===== src/rtl/pipe_pack.sv =====
// Width up-converter: packs RATIO narrow beats of DW bits into one registered
// wide word on a valid/hold stream; a beat with di_last closes a word early.
module pipe_pack #(
    parameter int DW    = 8,
    parameter int RATIO = 4,
    parameter int CW    = $clog2(RATIO + 1)
) (
    input  logic                clk,
    input  logic                resetn,
    input  logic                di_valid,
    input  logic [DW-1:0]       di,
    input  logic                di_last,
    output logic                di_hold,
    output logic                q_valid,
    output logic [DW*RATIO-1:0] q,
    output logic [CW-1:0]       q_count,
    output logic                q_last,
    input  logic                q_hold
);

    localparam int CNT_W = (RATIO > 1) ? $clog2(RATIO) : 1;
    localparam logic [CNT_W-1:0] LAST_LANE = CNT_W'(RATIO - 1);

    logic [CNT_W-1:0]          cnt;
    logic [RATIO-1:0][DW-1:0]  acc;
    logic [RATIO-1:0][DW-1:0]  word;
    logic                      accept;
    logic                      complete;

    // Backpressure comes only from the output register, never from the input side.
    assign di_hold  = q_valid & q_hold;
    assign accept   = di_valid & ~di_hold;
    assign complete = accept & ((cnt == LAST_LANE) | di_last);

    // Word presented on completion: stored lanes below cnt, the live beat at
    // cnt, zeros above it.
    always_comb begin
        // NOTE: every lane is assigned on every path, so no latch is inferred.
        word = '0;
        for (int k = 0; k < RATIO; k++) begin
            if (CNT_W'(k) < cnt) begin
                word[k] = acc[k];
            end else if (CNT_W'(k) == cnt) begin
                word[k] = di;
            end
        end
    end

    // Lane counter and accumulator.
    always_ff @(posedge clk) begin
        // NOTE: the accumulator is reset as well, so a discarded partial word
        // can never leak into the next one.
        if (!resetn) begin
            cnt <= '0;
            acc <= '0;
        end else if (complete) begin
            cnt <= '0;
            acc <= '0;
        end else if (accept) begin
            // NOTE: non-blocking updates keep every register sampling
            // pre-edge values.
            acc[cnt] <= di;
            cnt      <= cnt + 1'b1;
        end
    end

    // Output register: loads whenever it is empty or being consumed.
    always_ff @(posedge clk) begin
        if (!resetn) begin
            q_valid <= 1'b0;
            q       <= '0;
            q_count <= '0;
            q_last  <= 1'b0;
        end else if (!q_valid || !q_hold) begin
            q_valid <= complete;
            if (complete) begin
                q       <= word;
                q_count <= CW'(cnt) + CW'(1);
                q_last  <= di_last;
            end
        end
    end

endmodule


===== config.mk =====
export PLATFORM = sky130hd
export DESIGN_NAME = pipe_pack
export DESIGN_NICKNAME = d
export VERILOG_FILES = /design/src/rtl/pipe_pack.sv
export SDC_FILE = /design/constraint.sdc
export NUM_CORES = 1
export LEC_CHECK = 0
export ABC_CLOCK_PERIOD_IN_PS = 2600
export BUFFER_PORTS_ARGS = -buffer_cell sky130_fd_sc_hd__buf_2
export CORE_UTILIZATION = 42
export DETAILED_ROUTE_END_ITERATION = 7
export SKIP_LAST_GASP = 1
export SLEW_MARGIN = 10
export SYNTH_ARGS = -nofsm -noshare
export SYNTH_HDL_FRONTEND = slang
export SYNTH_SLANG_ARGS = --single-unit

===== constraint.sdc =====
create_clock -name clk -period 2.6 [get_ports clk]
set_input_delay 0.52 -clock clk [delete_from_list [all_inputs] [get_ports clk]]
set_output_delay 0.52 -clock clk [all_outputs]
set_load 0.02 [all_outputs]

[Word-level counts from Yosys, hierarchy flattened]
Cells that the tools add are included.
Cells by class
  reductions and logical operators: 7
  muxes and demuxes: 11
  $lt $le $gt $ge: 6
  bitwise operators: 6
  equality and inequality tests: 4
  add/sub/neg operators: 2
Operators with widths (number)
  8-bit two-way mux: 9
  32-bit bitwise mux: 1
  8-bit demux with 2-bit select: 1
  2-bit equality test, first input constant: 2
  1-bit by 2-bit less-than comparator with 1-bit output, first input constant: 2
  2-bit less-than comparator, first input constant: 2
  2-bit by 1-bit adder with 3-bit output, second input constant: 1
  1-bit AND: 3
  2-bit by 3-bit less-than comparator with 1-bit output, second input constant: 1
  2-bit by 1-bit adder with 2-bit output, second input constant: 1
  1-bit by 2-bit equality test with 1-bit output, first input constant: 1
  2-bit equality test, second input constant: 1
  2-bit by 1-bit greater-or-equal comparator with 1-bit output, second input constant: 1
  1-bit logical NOT: 2
  2-bit logical NOT: 1
  1-bit inverter: 2
  2-bit AND reduction: 1
  2-bit OR reduction: 1
  1-bit logical AND: 1
  1-bit logical OR: 1
  1-bit bitwise OR: 1
Storage, ports and cells
  output and inout port bits: 38
  word-level logic and storage cells: 45
  bits in registers: 71
  input bits: 13

[Longest topological paths before layout]
  word-level depth: 5
  gate-level depth with buffers: 6
  gate-level depth less buffers: 5

[Worst setup path before layout]
Ideal clock, no wire load.
  path kind: register to register
  start point: register cnt[1]
  end point: register q[6]
  required time: 2514 ps
  arrival: 1591 ps
  period minus slack after synthesis: 1677 ps
  buffers on the path: 2
  library setup time: 86 ps
  stages on the path, launching flop included: 7
  slack: 923 ps
  cells stage by stage: dfxtp_1 -> clkinv_1 -> ha_1 -> buf_2 -> buf_4 -> mux2i_1 -> a211oi_1
On the way
  longest elaborated chain between the ends: 4
  elaborated cells on any way between the ends: 8
  classes of those cells: order compare (1); eq/ne (1); mux (2); bitwise (2); reduce/logical (2)
Ends and longest elaborated chain
  start, declared: line 24  | logic [CNT_W-1:0] cnt;
  start signal, assigned: line 63  | cnt <= cnt + 1'b1;
  2-bit equality test: line 33  | assign complete = accept & ((cnt == LAST_LANE) | di_last);
  1-bit bitwise OR: line 33
  1-bit AND: line 33
  2-bit AND reduction (no source line)
  end signal, assigned: line 77  | q <= word;
  end, declared: line 15  | output logic [DW*RATIO-1:0] q,
Several ways; a longest one is shown, not always the timed one.
A chain may end at the register's enable or synchronous reset.

[Final worst setup path]
  start point: register cnt[1]
  end point: register acc[5] (netlist bit)
On the way
  longest elaborated chain between the ends: 5
  elaborated cells on any way between the ends: 10
  classes of those cells: order compare (2); eq/ne (1); mux (3); bitwise (2); reduce/logical (2)
Ends and longest elaborated chain
  2-bit by 3-bit less-than comparator with 1-bit output (implied by the code) / 2-bit by 1-bit greater-or-equal comparator with 1-bit output (equally long branches): line 62  | acc[cnt] <= di;
  1-bit logical AND (implied by the code): line 62
  8-bit two-way mux (implied by the code): line 62
  8-bit demux with 2-bit select: line 62
  32-bit bitwise mux: line 62
  end signal, assigned by index: line 62
  end, declared: line 25  | logic [RATIO-1:0][DW-1:0] acc;
Several ways; a longest one is shown, not always the timed one.

==> parameters.txt <==
Parameter                              Value

Run status
  Run status ... finished clean

Placement
  Setup slack at placement ... ~0.42 ns
  Instance area at placement ... a little under 0.003 sq mm
  Input/output buffers ... 50
  Detail Placement HPWL ... 4250 microns
  Final Wtd Congestion ... between 0.7 and 0.8

Power and ir drop
  Peak supply drop ... 0.000317 V
  LEAKAGE ... approximately 0.0013 uW
  Power density over cell area ... between 600 and 700 mW/mm^2
  Post-layout total power ... slightly above 2000 uW

Clock tree
  Clock tree from TritonCTS ... done
  Post-CTS Repair Setup Buffers ... 0
  Hold Buf Count CTS ... 0
  Bufs on Longest Clock Path ... 2
  Clock buffers created by TritonCTS ... 9
  CTS H-Tree Depth ... 3
  Clock Sinks ... 63
  Post-CTS clock slew at the launch and capture registers of the worst setup and hold paths ... about 0.07 ns
  Clock network latency to the later pin of the worst-skew pair ... about 0.33 ns
  Root buf cell ... clkbuf_8
  CTS-repair resized insts ... 0

Synthesis
  Mapped Area ... ~0.0027 sq mm
  Mean Syn Cell Area ... roughly 9 sq um
  Number of register bits inferred by synthesis ... 63
  Synthesized instance count ... approximately 290
  Sequential element share of the synthesized area ... ~47%
  Mapped Nets ... a little over 300
  Yosys Warn Count ... 0
  Count of unique library cells instantiated by Yosys ... 30

Global route
  Pin count of the biggest net entering global routing ... 47
  Vias in the first global route ... 2096
  Initial antenna violation count ... 0
  Overall Global Routing Usage ... 21.9%
  Wire length of the first global-routing pass ... between 10000 and 15000 microns
  Remaining Overflow, GRT ... 0

Detailed routing
  Detailed-route wire length per cell ... 16.3 microns
  Post-route DRC violation count ... 0
  DRT antenna net count ... 0
  DRC violation total after the first TritonRoute iteration ... between 150 and 200
  Total detailed-routing wirelength ... roughly 6700 microns
  Via-per-instance ratio ... about 5.7
  Total vias in the final route ... about 2300
  First-pass iteration count of the detailed router ... 4

Timing
  Tcrit/Tclk final ... about 86%
  Worst slew slack as a fraction of its limit ... a little over a fifth
  Final setup violation count ... 0
  Fin crit period ... between 2 and 2.5 ns
  Achievable clock frequency ... roughly 0.45 GHz
  Number of endpoints with negative hold slack in the final report ... 0
  Worst Setup Slack, final ... approximately 0.35 ns
  Number of pins exceeding their max-slew limit in the final report ... 0
  Post-Route Hold Slack ... about 0.45 ns
  Pin slew with the least headroom to its limit ... roughly 1.2 ns
  Setup TNS Final ... 0 ns
  Worst-case clock skew ... about 0.0044 ns
  Unrepaired setup endpoints after global routing ... false

Die
  Area of the placeable core ... 0.00603 sq mm
  Initial standard-cell utilization of the core ... roughly 44%
  Placement row count ... 28
  Total Die Area ... around 0.0067 sq mm
  Width of the die ... 81.7 microns
  Overall die height ... a little over 80 microns
  I/O pin cnt ... between 50 and 60

Finish
  Post-layout instance area ... a little over 0.003 sq mm
  Share of cells above drive strength 1 ... a little over a fifth
  Diode count ... 0
  NumNets Final ... 352
  Area delta synth->final ... 16.0%

Worst setup path
  Arrival time worst endpoint ... approximately 2.5 ns
  Buffers plus inverters on the worst setup path ... 2
  Required arrival time at the worst endpoint ... 2.85 ns
  Largest driver fanout on the critical path ... 17
  Slowest stage cell, crit path ... ha_1
  Worst-path cell chain ... clkinv_1, ha_1, inv_1, o21ai_0, a21oi_1
  Endpoint class of the critical path ... flip-flop
  Slowest cell delay on critical path ... a little under 0.6 ns
  Crit path launch type ... flip-flop
  Worst path top cell family by delay ... buffers and inverters
  Critical setup path kind ... reg2reg

Run
  Number of maximum-capacitance violations ... 0

Worst hold path
  Worst hold path type ... reg2reg
## layout by cell type, fill, tap and decap left out, types with 8 or more instances in the layout
master / synthesis / routed
dfxtp_1: 63 / 63
buf_2: 13 / 50
a21oi_1: 45 / 45
o21ai_0: 32 / 32
nand3_1: 26 / 26
o211ai_1: 16 / 16
clkbuf_8: 0 / 12
o21ai_1: 10 / 10
and2_1: 9 / 9
a211oi_1: 9 / 9
a22o_1: 8 / 8
and3b_1: 8 / 8
a31oi_1: 8 / 8
mux2i_1: 8 / 8
## worst register-to-register path: cells and delay by family (launching register included)
kind | cells | cell delay, ns
buffers and inverters | 2 | 0.71
AO/OA/AOI/OAI | 2 | 0.31
adder cells (fa/ha/maj) | 1 | 0.58
flip-flops | 1 | 0.57
## per-layer routing
layer  global-route usage [%]  vias up  share of wire (%)
met5                        0        -                  0
li1                         -     1163                  -
met2                     31.2       48                 46
met3                     5.33        7                4.3
met1                     31.8     1121                 49
met4                     7.89        0                1.1
## flip-flops by register name (all words and copies together), names as in the netlist
name / cells
cnt: 2
q_count: 3
q: 32
q_last: 1
q_valid: 1
acc: 24
## path summary, 6_finish.rpt
kind,slack (ns),startpoint,end,cells after the start
worst max-delay path,0.35,cnt[1],acc[5],5
worst min register to register,0.45,q_count[2],q_count[2],1
worst min-delay path,0.45,q_count[2],q_count[2],1
worst max register to register,0.35,cnt[1],acc[5],5
## kinds of logic after synthesis
logic type	count (synthesis)	share of synthesized area (%)
fa+ha+maj	5	2.34
simple gates	52	12.0
compound gates	134	29.9
mux	8	3.00
buf+inv	30	5.58
flops	63	47.2
## cells in the mapped netlist (all sizes together)
cell | count | share of area (%)
clkbuf | 6 | 0.89
a21o | 1 | 0.28
inv | 6 | 0.84
and3b | 8 | 2.6
nand3 | 26 | 4.9
a21oi | 46 | 8.8
a21bo | 1 | 0.37
dfxtp | 63 | 47
clkinv | 1 | 0.14
buf | 17 | 3.7
o21a | 1 | 0.28
nor3 | 1 | 0.61
or2 | 1 | 0.23
a21boi | 1 | 0.42
and2 | 9 | 2.1
nor2 | 2 | 0.84
ha | 5 | 2.3
o21ai | 43 | 8.2
o211ai | 16 | 4.5
nand2 | 5 | 0.70
a211oi | 9 | 2.5
a22o | 8 | 2.6
a31oi | 8 | 1.9
mux2i | 8 | 3.0
## power by group
part           total [uW]  switching, uW  internal, uW
combinational         231            163          67.7
sequential           1010           16.9           994
clock                 771            350           421
## final cells by class
cell class,instances,area (sq um)
clock buffer,15,176
fill,633,2930
inverter,7,26.3
multi-input combinational,199,1260
sequential,63,1260
tap,75,93.8
timing repair buffer,54,280
## per-stage QoR
| stage | std cells | utilization, % |
|---|---|---|
| floorplan | 292 | - |
| global placement | 398 | 48.5 |
| detailed placement | 398 | 48.5 |
| CTS | 413 | 51.4 |
| global route | 413 | 51.4 |
| finish | 413 | 51.4 |
(Power assumes the default switching activity.)
